File: src/rtl/uart_tx.sv
// uart_tx: 2-bit UART frame transmitter.
// Frame: start(0), d[1], d[0], parity, guard(1), stop(1); each bit lasts
// CLKS_PER_BIT rxclk cycles. tx_out and tx_busy come straight from flops.
module uart_tx #(
   parameter int CLKS_PER_BIT = 8,
   parameter bit PARITY_ODD   = 1'b0
) (
   input  logic       rxclk,
   input  logic       reset,
   input  logic [1:0] tx_data,
   input  logic       ld_tx_data,
   input  logic       tx_enable,
   output logic       tx_out,
   output logic       tx_busy,
   output logic       tx_over_run
);

   localparam int            TW        = $clog2(CLKS_PER_BIT);
   localparam logic [TW-1:0] TICK_LAST = TW'(CLKS_PER_BIT - 1);

   typedef enum logic [2:0] {
      S_IDLE,
      S_START,
      S_DATA,
      S_PARITY,
      S_GUARD,
      S_STOP
   } state_t;

   state_t        r_state,    w_state;
   logic [TW-1:0] r_tick,     w_tick;
   logic          r_bit_idx,  w_bit_idx;
   logic [1:0]    r_data,     w_data;
   logic          r_parity,   w_parity;
   logic          r_tx_out,   w_tx_out;
   logic          r_busy,     w_busy;
   logic          r_over_run, w_over_run;
   logic          w_tick_done;

   assign w_tick_done = (r_tick == TICK_LAST);

   assign tx_out      = r_tx_out;
   assign tx_busy     = r_busy;
   assign tx_over_run = r_over_run;

   // State and datapath registers; asynchronous reset forces an idle line.
   // NOTE: the holding register and parity are reset too, so a frame can
   // never be launched from an unknown word after power-up.
   always_ff @(posedge rxclk or posedge reset) begin
      if (reset) begin
         r_state    <= S_IDLE;
         r_tick     <= '0;
         r_bit_idx  <= 1'b0;
         r_data     <= 2'b00;
         r_parity   <= 1'b0;
         r_tx_out   <= 1'b1;
         r_busy     <= 1'b0;
         r_over_run <= 1'b0;
      end else begin
         // NOTE: non-blocking assignments so every register samples the
         // values computed for this edge, independent of statement order.
         r_state    <= w_state;
         r_tick     <= w_tick;
         r_bit_idx  <= w_bit_idx;
         r_data     <= w_data;
         r_parity   <= w_parity;
         r_tx_out   <= w_tx_out;
         r_busy     <= w_busy;
         r_over_run <= w_over_run;
      end
   end

   // Next-state, next line level and flag logic for the frame sequencer.
   always_comb begin
      // NOTE: every output of this block gets a default first; a path that
      // skips an assignment would otherwise infer a latch.
      w_state    = r_state;
      w_tick     = r_tick;
      w_bit_idx  = r_bit_idx;
      w_data     = r_data;
      w_parity   = r_parity;
      w_tx_out   = r_tx_out;
      w_busy     = r_busy;
      w_over_run = r_over_run;

      // A load seen while a frame is in flight (including the edge where
      // busy drops) is dropped and remembered as an overrun.
      if (ld_tx_data && r_busy) begin
         w_over_run = 1'b1;
      end

      case (r_state)
         S_IDLE: begin
            w_tick    = '0;
            w_bit_idx = 1'b0;
            if (ld_tx_data && tx_enable) begin
               w_state    = S_START;
               w_data     = tx_data;
               w_parity   = (^tx_data) ^ PARITY_ODD;
               w_over_run = 1'b0;
               w_busy     = 1'b1;
               w_tx_out   = 1'b0;
            end
         end
         default: begin
            if (w_tick_done) begin
               w_tick = '0;
               case (r_state)
                  S_START: begin
                     w_state  = S_DATA;
                     w_tx_out = r_data[1];
                  end
                  S_DATA: begin
                     if (!r_bit_idx) begin
                        w_bit_idx = 1'b1;
                        w_tx_out  = r_data[0];
                     end else begin
                        w_bit_idx = 1'b0;
                        w_state   = S_PARITY;
                        w_tx_out  = r_parity;
                     end
                  end
                  S_PARITY: begin
                     w_state  = S_GUARD;
                     w_tx_out = 1'b1;
                  end
                  S_GUARD: begin
                     w_state  = S_STOP;
                     w_tx_out = 1'b1;
                  end
                  default: begin
                     // STOP done (or an illegal encoding): back to idle.
                     w_state  = S_IDLE;
                     w_tx_out = 1'b1;
                     w_busy   = 1'b0;
                  end
               endcase
            end else begin
               w_tick = r_tick + TW'(1);
            end
         end
      endcase
   end

endmodule

File: config.mk
export PLATFORM = sky130hd
export DESIGN_NAME = uart_tx
export DESIGN_NICKNAME = d
export VERILOG_FILES = /design/src/rtl/uart_tx.sv
export SDC_FILE = /design/constraint.sdc
export NUM_CORES = 1
export LEC_CHECK = 0
export ABC_CLOCK_PERIOD_IN_PS = 2300
export BUFFER_PORTS_ARGS = -buffer_cell sky130_fd_sc_hd__buf_2
export CORE_MARGIN = 4
export CORE_UTILIZATION = 30
export DETAILED_ROUTE_END_ITERATION = 10
export GPL_TIMING_DRIVEN = 0
export SYNTH_ARGS = -nofsm -noshare
export SYNTH_HDL_FRONTEND = slang
export SYNTH_SLANG_ARGS = --single-unit
export TNS_END_PERCENT = 5
File: constraint.sdc
create_clock -name rxclk -period 2.3 [get_ports rxclk]
set_input_delay 0.115 -clock rxclk [delete_from_list [all_inputs] [get_ports rxclk]]
set_output_delay 0.115 -clock rxclk [all_outputs]
set_load 0.03 [all_outputs]
# Yosys cells after proc, flatten, opt, wreduce, memory -nomap -nowiden
# Cells that the tools add are included.
# classes
n_addsub,1
n_eq_ne,8
mux,23
n_reduce_logical,12
# ops
op,n
$mux W3,6
$mux W1,15
$pmux W3 S4,1
$eq A3 B2 Y1 const B,2
$eq A3 B3 Y1 const B,2
$reduce_and A2 Y1,3
$reduce_and A3 Y1,2
$reduce_bool A2 Y1,2
$reduce_or A4 Y1,1
$add A3 B1 Y3 const B,1
$eq A3 B1 Y1 const B,1
$logic_not A3 Y1,1
$ne A3 B3 Y1 const B,1
$logic_and A1 B1 Y1,2
$ne A2 B1 Y1 const B,1
$ne A2 B2 Y1 const B,1
$pmux W1 S2,1
$reduce_xor A2 Y1,1
# word_totals
regBits,13
input_bits,6
out_inout_bits,3

# Depth between registers and ports, before layout
# logic_depth
depth_word,5
mapped_depth,5

# Worst setup path after synthesis
# OpenSTA, ideal clock, no wires.
# synth_path
path_kind,register -> register
startpoint,register r_tick[0]
endpoint,register r_state[0]
arrival_ns,1.280
t_required_ns,2.179
setup_slack_ns,0.899
stages_incl_launch_ff,6
synth_period_minus_slack_ns,1.401
path_cell_list,dfrtp_1 ha_1 ha_1 o21a_1 a31o_2 a22o_2
# synth_between
elab_chain_len,3
# synth_rtl
element,line,text
from (decl),31,"logic [TW-1:0] r_tick, w_tick;"
from (signal assigned),63,r_tick <= w_tick;
$eq A3 B3 Y1,40,assign w_tick_done = (r_tick == TICK_LAST);
$reduce_bool A2 Y1 (no source line),-,
$reduce_and A3 Y1 (no source line),-,
to (signal assigned),62,r_state <= w_state;
to (decl),30,"state_t r_state, w_state;"
# No other way between the ends.
# A chain may end at the register's enable or synchronous reset.

# Worst setup path after layout
# Same ends and word-level chain as after synthesis.

==> run_results.csv <==
group,metric,value,unit
status,status,"finished, final reports clean",
floorplan,start_util,32.2,%
setup_path,cp.required,2470,ps
clocking,cts_sinks,13,
timing,finalHoldViolations,0,
clocking,clkTransAtPathRegs,80,ps
placed_design,port_buffers,8,
layout,regArea,327,um^2
setup_path,arrival,1670,ps
power,leakage,0.335,nW
setup_path,slowest_stage,"dfrtp_1",
logic_synthesis,ys_types,26,
logic_synthesis,postSynthCellCount,56,
floorplan,die_x,54.3,um
setup_path,reg2reg_depth,5,
placed_design,place_inst,91,
clocking,post_cts_buffers,0,
floorplan,fp.coreArea,2000,um^2
floorplan,die-area,2950,um^2
timing,period_minus_slack,1500,ps
setup_path,cp_common_cell,"ha_1",
layout,instances_no_fill,96,
layout,area_delta_synth_final,17.1,%
route,vias,457,
power,powerDensity,1140,nW/um^2
clocking,holdBufCountCts,1,
clocking,htree_levels,1,
global_route,grt_pass1_wl,1.79,mm
setup_path,worst-setup-path-type,"register to register",
clocking,root_buffer,"clkbuf_4",
min_path,holdPathStages,2,
floorplan,ios,9,
logic_synthesis,yosys_register_bits,13,
route,drc,0,
setup_path,crit_path_cell_trace,"ha_1, ha_1, o21a_1, a31o_2, a22o_2",
global_route,antenna_found_initial,0,
logic_synthesis,syn_avg_cell_area,11.5,um^2
layout,final_util,37.7,%
logic_synthesis,syn_nets,64,
route,viasPerCell,4.76,
placed_design,pre_cts_slack,809,ps
layout,layout_commonest_cell,"dfrtp_1",
min_path,min_from,"tx_data[1]",
route,drt_first_iter_violations,9,
clocking,cts_tree,"built",
setup_path,crit_path_start_kind,"register",
route,finalWirelength,1.10,mm
timing,setup_violations,0,
layout,fillers,206,
timing,drv_slew,0,
placed_design,globalplace.congestion,0.786,
route,ant_nets,0,
timing,rsz0062_at_grt,"no",
placed_design,dpl_cell_area,718,um^2
layout,nets,78,
setup_path,crit_path_max_incr_delay,390,ps
clocking,clk_latency,280,ps
setup_path,timing.rr.end,"r_state[0]",
min_path,min_path_type,"input port to register",
timing,finClkSkew,2.53,ps
timing,fin_ws,802,ps
setup_path,startpoint,"r_tick[0]",
floorplan,die_h,54.3,um
global_route,grt_max_degree,14,
global_route,grt.overflow.total,0,
timing,slew_headroom,66.1,%
route,wire_per_inst,11.4,um
timing,fin_setup_tns,0,ps
layout,diodes,0,
setup_path,r2r_setup_slack,800,ps
logic_synthesis,synth-seq-area-share,50.7,%
clocking,clk_path_buf_depth,2,
layout,final_cell_mix,"dfrtp_1 (12), buf_2 (9), o21ai_0 (5), inv_1 (4), nand2_1 (4)",
layout,drive_gt1_share,36.2,%
setup_path,crit_fanout,7,
timing,fin_crit_sh,65.1,%
timing,tightest_slew,508,ps
floorplan,rows,16,
clocking,numCtsBuffers,3,
global_route,grt_pass1_vias,388,
min_path,hold-path-endpoint,"r_data[1]",
setup_path,timing.rr.start,"r_tick[0]",
setup_path,end_kind,"register",
global_route,grtUsageTotal,8.98,%
run,cap_violations,0,
logic_synthesis,synth_warnings,0,
layout,multiInputGateArea,293,um^2
power,ir_drop,374,uV
route,drtPass1Iterations,4,
layout,final_area,754,um^2
timing,fmax,0.668,GHz
logic_synthesis,syn_area,644,um^2
placed_design,place_hpwl,806,um
clocking,cts_resized,0,
-- registers in the layout, summed over array words and instances, names as in the netlist --
name	flops
tx_out	1
r_parity	1
tx_busy	1
r_bit_idx	1
r_tick	3
tx_over_run	1
r_state	3
r_data	2
-- cell usage after synthesis --
master    count  area share (%)
nor3_4        1             2.5
nand2b_1      1            0.97
and3_4        1             1.7
buf_2         1            0.78
xor2_1        1             1.4
mux2i_1       1             1.6
o31ai_1       2             2.3
and2b_2       2             2.7
o21ai_0       5             3.9
o21a_1        1             1.2
nand3_2       1             1.6
clkbuf_2      1            0.78
nand2_1       4             2.3
a21oi_1       2             1.6
inv_1         4             2.3
nor2_1        3             1.7
a22o_1        1             1.4
a22o_2        1             1.6
a31o_2        2             2.7
a311oi_1      1             1.4
mux2_4        3             7.0
dfrtp_1      12              47
dfstp_2       1             4.1
nor3_1        1            0.78
ha_1          2             3.9
nor4b_1       1             1.4
-- power breakdown --
part / internal [mW] / switching (mW)
Clock: 0.0674 / 0.0755
Sequential: 0.318 / 0.0600
Combinational: 0.166 / 0.174
Total: 0.552 / 0.309
-- final cells by class --
class,count,area share (%)
multi-input cells,37,38.8
flip-flops and latches,13,43.3
well taps,27,4.48
inverters,4,1.99
plain buffers,2,1.33
clock buffers,4,3.48
repair buffers,9,6.63
-- metal layers --
metal	routed length, um	GRT usage, %
met5	0	0
met3	59	3.54
met4	16	6.22
met2	454	10.6
met1	568	12.9
-- worst max path at each step --
| stage | to | slack (ps) | depth (start not counted) |
|---|---|---|---|
| after CTS | r_state[0] | 800 | 5 |
| after floorplan | r_state[0] | 900 | 5 |
| after detailed placement | r_state[0] | 810 | 5 |
| after global routing | r_state[0] | 730 | 5 |
| final | r_state[0] | 800 | 5 |
| after global placement | r_parity | 820 | 3 |
-- critical path, delay by kind of cell (launching register included) --
| kind | cells | cell delay, ps |
|---|---|---|
| DFF | 1 | 390 |
| adders and majority gates | 2 | 470 |
| AOI/OAI and AO/OA | 3 | 540 |
-- logic make-up (layout without fill, tap and decap cells) --
kind of cell | Yosys count | count (layout) | synth area share [%]
simple gates | 15 | 15 | 15.7
fa+ha+maj | 2 | 2 | 3.88
xor+xnor | 1 | 1 | 1.36
compound gates | 15 | 15 | 15.9
buf+inv | 6 | 19 | 3.88
mux | 4 | 4 | 8.54
flops | 13 | 13 | 50.7
-- metrics by stage --
| step | hold slack (ps) | power (mW) |
|---|---|---|
| 3_3_place_gp | 166 | 0.716 |
| 5_1_grt | 78.5 | 0.916 |
| 6_report | 88.7 | 0.861 |
| 2_1_floorplan | -8.76 | 0.648 |
| 4_1_cts | 73.2 | 0.873 |
| 3_5_place_dp | 173 | 0.721 |
(Power assumes the default switching activity.)
